`config.mk`:
```
export PLATFORM = sky130hd
export DESIGN_NAME = microcode_sequencer
export DESIGN_NICKNAME = d
export VERILOG_FILES = /design/src/rtl/microcode_sequencer.sv
export SDC_FILE = /design/constraint.sdc
export NUM_CORES = 1
export LEC_CHECK = 0
export ABC_CLOCK_PERIOD_IN_PS = 1350
export CAP_MARGIN = 15
export CORE_MARGIN = 2
export CORE_UTILIZATION = 25
export DETAILED_ROUTE_END_ITERATION = 16
export PLACE_DENSITY = 0.84
export SLEW_MARGIN = 20
export SYNTH_ARGS = -nofsm -noshare
export SYNTH_HDL_FRONTEND = slang
export SYNTH_SLANG_ARGS = --single-unit
```
`constraint.sdc`:
```
create_clock -name SEQ_CLOCK_50 -period 1.35 [get_ports SEQ_CLOCK_50]
set_clock_uncertainty 0.05 [all_clocks]
set_input_delay 0.135 -clock SEQ_CLOCK_50 [delete_from_list [all_inputs] [get_ports SEQ_CLOCK_50]]
set_output_delay 0.135 -clock SEQ_CLOCK_50 [all_outputs]
set_load 0.005 [all_outputs]
```
`src/rtl/microcode_sequencer.sv`:
```
// -----------------------------------------------------------------------------
// microcode_sequencer
//
// Control-store address sequencer for a microcoded datapath. Each cycle the
// ROM returns the microword at the registered control-store address (CSA).
// The sequencer decodes the word's branch condition and memory-access bits
// and chooses the next CSA. Words that touch memory stall the sequencer
// until main memory signals completion.
//
// Microword fields: RD = [19], WR = [18], COND = [13:11], JADDR = [10:0].
//
// Ports
//   SEQ_CLOCK_50      in   clock, rising edge active
//   SEQ_RESET_InHigh  in   synchronous active-high reset
//   SEQ_Enable_In     in   1 = may advance, 0 = freeze all state
//   SEQ_ROMWord_In    in   [SEQ_WORD_W] microword at SEQ_ROMAddr_Out
//   SEQ_IR_In         in   [32] instruction register
//   SEQ_Flags_In      in   [4] PSR flags {n,z,v,c}
//   SEQ_MemAck_In     in   memory completion strobe
//   SEQ_ROMAddr_Out   out  [SEQ_ADDR_W] registered CSA
//   SEQ_MemReq_Out    out  memory access pending for current word
//   SEQ_Wait_Out      out  1 while the FSM is in WAIT_MEM (FSM state view)
//
// Memory handshake: SEQ_MemReq_Out acts as "valid" for the current word's
// access and is held as long as that word is presented; SEQ_MemAck_In acts as
// "ready" and completes the access in any enabled cycle where both are high.
// The word is not retired (CSA does not advance) until that cycle. An ack with
// no request pending, or while Enable=0, is ignored.
// -----------------------------------------------------------------------------
module microcode_sequencer #(
  parameter int SEQ_ADDR_W = 11,
  parameter int SEQ_WORD_W = 41
) (
  input  logic                  SEQ_CLOCK_50,
  input  logic                  SEQ_RESET_InHigh,
  input  logic                  SEQ_Enable_In,
  input  logic [SEQ_WORD_W-1:0] SEQ_ROMWord_In,
  input  logic [31:0]           SEQ_IR_In,
  input  logic [3:0]            SEQ_Flags_In,
  input  logic                  SEQ_MemAck_In,
  output logic [SEQ_ADDR_W-1:0] SEQ_ROMAddr_Out,
  output logic                  SEQ_MemReq_Out,
  output logic                  SEQ_Wait_Out
);

  typedef enum logic {
    RUN      = 1'b0,
    WAIT_MEM = 1'b1
  } seq_state_t;

  seq_state_t state, state_next;

  logic [SEQ_ADDR_W-1:0] csa, csa_next, csa_inc, jaddr, decode_addr, next_addr;
  logic [2:0]            cond;
  logic                  mem_access;
  logic                  take_jump;

  // Field decode
  assign mem_access = SEQ_ROMWord_In[19] | SEQ_ROMWord_In[18];
  assign cond       = SEQ_ROMWord_In[13:11];
  assign jaddr      = SEQ_ADDR_W'(SEQ_ROMWord_In[10:0]);

  // Dispatch target: opcode bits pick a 4-word slot in the upper half of
  // the control store.
  assign decode_addr = SEQ_ADDR_W'({1'b1, SEQ_IR_In[31:30], SEQ_IR_In[24:19], 2'b00});

  // Natural wrap of the fixed-width adder gives modulo 2^SEQ_ADDR_W.
  assign csa_inc = csa + SEQ_ADDR_W'(1);

  // Flags are used straight from the port so a branch sees the values of
  // the cycle in which it actually retires (including the ack cycle).
  always_comb begin
    take_jump = 1'b0;
    case (cond)
      3'd1:    take_jump = SEQ_Flags_In[3];
      3'd2:    take_jump = SEQ_Flags_In[2];
      3'd3:    take_jump = SEQ_Flags_In[1];
      3'd4:    take_jump = SEQ_Flags_In[0];
      3'd5:    take_jump = SEQ_IR_In[13];
      3'd6:    take_jump = 1'b1;
      default: take_jump = 1'b0;
    endcase
  end

  always_comb begin
    next_addr = csa_inc;
    if (cond == 3'd7) begin
      next_addr = decode_addr;
    end else if (take_jump) begin
      next_addr = jaddr;
    end
  end

  // Next-state / next-CSA
  always_comb begin
    state_next = state;
    csa_next   = csa;
    if (SEQ_Enable_In) begin
      case (state)
        RUN: begin
          // Ack in the same cycle as the request completes it without
          // ever entering WAIT_MEM.
          if (!mem_access || SEQ_MemAck_In) begin
            csa_next = next_addr;
          end else begin
            state_next = WAIT_MEM;
          end
        end
        WAIT_MEM: begin
          if (SEQ_MemAck_In) begin
            csa_next   = next_addr;
            state_next = RUN;
          end
        end
        default: state_next = RUN;
      endcase
    end
  end

  always_ff @(posedge SEQ_CLOCK_50) begin
    if (SEQ_RESET_InHigh) begin
      state <= RUN;
      csa   <= '0;
    end else begin
      state <= state_next;
      csa   <= csa_next;
    end
  end

  assign SEQ_ROMAddr_Out = csa;
  assign SEQ_Wait_Out    = (state == WAIT_MEM);
  // Reset gates the request so memory never sees an access on a reset edge.
  assign SEQ_MemReq_Out  = mem_access & SEQ_Enable_In & ~SEQ_RESET_InHigh;

  // Microword and IR bits that carry datapath controls, not sequencing.
  logic unused_bits;
  assign unused_bits = ^{SEQ_ROMWord_In[SEQ_WORD_W-1:20], SEQ_ROMWord_In[17:14],
                         SEQ_IR_In[29:25], SEQ_IR_In[18:14], SEQ_IR_In[12:0]};

endmodule

```
-- Yosys cells after proc, flatten, opt, wreduce, memory -nomap -nowiden
Cells that the tools add are included.
- flip-flop bits (word level): 12
- add/subtract/negate cells: 1
- equality and inequality tests: 9
- multiplexer cells: 9
- bitwise operators: 5
- reduce and logical (&&, ||, !) cells: 3
- operators by type and width (kind ; number):
    11-bit two-way mux ; 4
    11-bit one-hot mux with 2 select lines ; 1
    3-bit == test (second input constant) ; 4
    11-bit by 1-bit adder with 11-bit output (second input constant) ; 1
    3-bit by 2-bit == test with 1-bit output (second input constant) ; 2
    1-bit one-hot mux with 6 select lines ; 1
    2-bit inequality test (second input constant) ; 2
    3-bit by 1-bit == test with 1-bit output (second input constant) ; 1
    3-bit AND reduction ; 1
    1-bit AND ; 2
    1-bit two-way mux ; 2
    1-bit inverter ; 2
    1-bit one-hot mux with 2 select lines ; 1
    1-bit zero test ; 1
    1-bit logical OR ; 1
    1-bit bitwise OR ; 1

-- Depth between registers and ports, before layout
- depth after elaboration: 6
- gate-level depth with buffers: 6

-- Worst setup path before layout
Ideal clock, no wire load.
- path type: flip-flop to flip-flop
- start: register csa[0], in the netlist SEQ_ROMAddr_Out[0]
- end: register csa[10], in the netlist SEQ_ROMAddr_Out[10]
- library setup time: 0.117 ns
- arrival: 1.359 ns
- required time: 1.183 ns
- slack: -0.176 ns
- stages on the path, launching flop included: 7
- period minus slack after synthesis: 1.526 ns
- path through: dfxtp_1 -> ha_1 -> and4_1 -> and2_1 -> and3_1 -> nand4_1 -> and4b_1
- longest elaborated chain between the ends: 5
- elaborated cells between the ends (all ways): 6
- those cells by class: 1 x add/sub; 5 x mux
- ends and longest elaborated chain (element ; RTL line ; source):
    from (decl) ; 53 ; logic [SEQ_ADDR_W-1:0] csa, csa_next, csa_inc, jaddr, decode_addr, next_addr;
    from (signal assigned) ; 126 ; csa <= csa_next;
    11-bit by 1-bit adder with 11-bit output (*) ; 68 ; assign csa_inc = csa + SEQ_ADDR_W'(1);
    11-bit two-way mux (*) ; 89 ; end else if (take_jump) begin
    11-bit two-way mux (*) ; 87 ; if (cond == 3'd7) begin
    11-bit two-way mux, on equally long branches ; 110, 103 ;
    11-bit one-hot mux with 2 select lines (*) ; 99 ; case (state)
Every way passes the cells marked *; elsewhere a longest branch is shown, timed or not. The select of a mux whose other input is x is not followed.
A chain may end at the register's enable or synchronous reset.

-- Worst setup path after layout
Same ends and word-level chain as after synthesis.

==> flow_summary.json <==
{
  "status": "finished, violations left",
  "violations": "setup timing",
  "pre_cts_ws_ns": -0.5952,
  "maxCapViolCount": 0,
  "whs_endpoint": "SEQ_Wait_Out",
  "dr.pass1.iters": 4,
  "cp.arrival_ns": 1.57,
  "synth.avg_cell_area_um2": 8.410,
  "clk_pin_slew_worst_paths_ns": 0.08,
  "grt_pass1_wl_um": 5188,
  "irDropWorstVdd_mv": 0.3454,
  "grt_pass1_vias": 1141,
  "wl_per_cell_um": 13.70,
  "port_buffers": 45,
  "slew_violations": 0,
  "area_growth_pct": 104.7,
  "cts_tree": "built",
  "ys_types": 39,
  "yosys_register_bits": 12,
  "root_buffer": "clkbuf_4",
  "numCtsBuffers": 3,
  "synth-main-ff-cell": "dfxtp_1",
  "grt_util_all_layers_pct": 15.97,
  "p_int_uw": 797.2,
  "dieWidth_um": 63.15,
  "num_vias": 1131,
  "fmaxAchievable_mhz": 688.9,
  "finalSetupViolations": 7,
  "slew-limit-headroom_pct": 81.14,
  "synthCells": 104,
  "p_leak_uw": 0.0007746,
  "utilization_pct": 53.66,
  "rr_worst_depth": 6,
  "finalWirelength_um": 3123,
  "antenna_left": 0,
  "via_per_inst": 4.961,
  "clk_latency_ns": 0.27,
  "rr_endpoint": "SEQ_ROMAddr_Out[10]",
  "post-dp-hpwl_um": 2316,
  "rsz0062_at_grt": "yes",
  "antenna_found_initial": 0,
  "clkPwrFrac_pct": 20.9,
  "crit_fanout": 4,
  "die_h_um": 63.15,
  "worstSetupPathType": "flop to flop",
  "overflow": 0,
  "worst_pin_slew_ns": 0.2818,
  "combPwrFrac_pct": 43.3,
  "reg2reg_slack_ns": -0.10,
  "synth_top_area_share_pct": 27.47,
  "seq_area_frac_synth_pct": 27.47,
  "final.setup.tns_ns": -0.4051,
  "hold_buffers": 0,
  "p_switching_uw": 355.7,
  "p_sw_share_pct": 30.85,
  "yosysMostFrequentCell": "dfxtp_1",
  "ys_async_sr_fraction_pct": 0,
  "r2r-start": "SEQ_ROMAddr_Out[0]",
  "yosys.area.top_type": "dfxtp_1",
  "rows": 21,
  "start_util_pct": 26.21,
  "nets": 265,
  "hold_slack_ns": 0.3454,
  "crit_path_end_kind": "flop",
  "gp_congestion": 0.8965,
  "clockBufferDepth": 2,
  "top_level_ports": 94,
  "startpoint_type": "flop",
  "hold_path_class": "input pin to flop",
  "final_hold_viol_count": 0,
  "yosysWarnings": 0,
  "drt_iter0_markers": 31,
  "min_from": "SEQ_Enable_In",
  "power.density_mw_per_mm2": 644.0,
  "hold_depth": 3,
  "n_antenna_cell": 0,
  "grt_start_max_net_pins": 12,
  "drive_above_1_share_pct": 40.66,
  "drcViolationCount": 0,
  "setup_ws_ns": -0.1016,
  "pwr-share-seq_pct": 35.8,
  "period_minus_slack_ns": 1.452,
  "netlist_top_cells_count": "dfxtp_1 (12), mux2i_1 (7), nor2_1 (7), xnor2_1 (7), a21oi_1 (6)",
  "worstPathRequired_ns": 1.47,
  "synth_edf_count": 0,
  "die-area_mm2": 0.003987,
  "clock_sinks": 12,
  "htreeDepth": 1,
  "ys_top_cells_by_area": "dfxtp_1 (27%), mux2i_1 (8.0%), xnor2_1 (7.0%)",
  "syn-cell-area_um2": 874.6,
  "fp.coreArea_mm2": 0.003337,
  "synth.net_count": 186,
  "timing.final.crit_share_pct": 107.5
}
cell families after synthesis:
group	after synthesis	share of synthesized area, %
simple gates	41	27.33
compound gates	29	24.61
flops	12	27.47
xor+xnor	8	8.012
mux	7	8.012
buf+inv	6	3.147
fa+ha+maj	1	1.430
what timing repair did:
action,4_1_cts,5_1_grt
setup buffers,5,1
pin swaps,17,13
setup endpoints to repair,22,15
resized for setup,30,18
cloned,0,0
hold endpoints to repair,0,0
through the flow:
stage	instance area, um2	instances	power [uW]
6_report	1790	228	1153
4_1_cts	1733	227	1131
5_1_grt	1790	228	1217
2_1_floorplan	913.4	104	587.8
3_5_place_dp	1630	218	876.8
3_3_place_gp	1630	218	870.6
layout make-up:
class | count | area [um2]
Tap cell | 46 | 57.56
Timing Repair Buffer | 79 | 729.5
Inverter | 1 | 3.754
Clock buffer | 4 | 26.28
Sequential cell | 12 | 256.5
Multi-Input combinational cell | 86 | 716.9
Fill cell | 300 | 1546
worst max path at each step:
stage | start | endpoint | slack [ns] | cells after the start
finish | SEQ_ROMAddr_Out[0] | SEQ_ROMAddr_Out[10] | -0.10 | 6
global route | SEQ_ROMAddr_Out[0] | SEQ_ROMAddr_Out[9] | -0.18 | 5
CTS | SEQ_Wait_Out | SEQ_ROMAddr_Out[5] | -0.11 | 4
detailed placement | SEQ_ROMWord_In[18] | SEQ_ROMAddr_Out[9] | -0.60 | 5
global placement | SEQ_ROMWord_In[12] | SEQ_ROMAddr_Out[1] | -0.54 | 7
floorplan | SEQ_ROMAddr_Out[0] | SEQ_ROMAddr_Out[10] | -0.04 | 6
per-layer routing:
layer  share of wire [%]  vias up  GRT usage (%)
met1                  45      520          20.75
li1                    -      556              -
met2                  49       51          26.06
met4                0.74        0          4.722
met5                   0        -              0
met3                 5.2        4          3.929
power groups by stage:
| stage | clock network [uW] | logic (uW) | registers [uW] |
|---|---|---|---|
| 2_1_floorplan | 0 | 159 | 428 |
| 3_3_place_gp | 0 | 456 | 415 |
| 3_5_place_dp | 0 | 461 | 416 |
| 4_1_cts | 246 | 476 | 410 |
| 5_1_grt | 268 | 534 | 415 |
| 6_report | 241 | 499 | 412 |
worst max-delay path: stages, from the launching register on:
cell,delay (ns)
dfxtp_4,0.38
ha_4,0.13
and4_4,0.21
and2_4,0.16
and3_4,0.16
nand4_1,0.06
and4b_1,0.19
cell usage in the layout (no fill, tap or decap), types with 4 or more instances in the layout:
cell type / instances
nand3_1: 4
buf_4: 30
dfxtp_2: 7
dlymetal6s2s_1: 5
nand2_1: 4
dlygate4sd2_1: 13
mux2i_1: 6
xnor2_1: 6
nor2_1: 7
a21oi_1: 4
clkdlybuf4s50_1: 26
sequential cells by signal, summed over array words and instances (netlist names):
signal and cells:
SEQ_ROMAddr_Out 11, SEQ_Wait_Out 1
No activity file was read; power rests on OpenSTA's default activity.
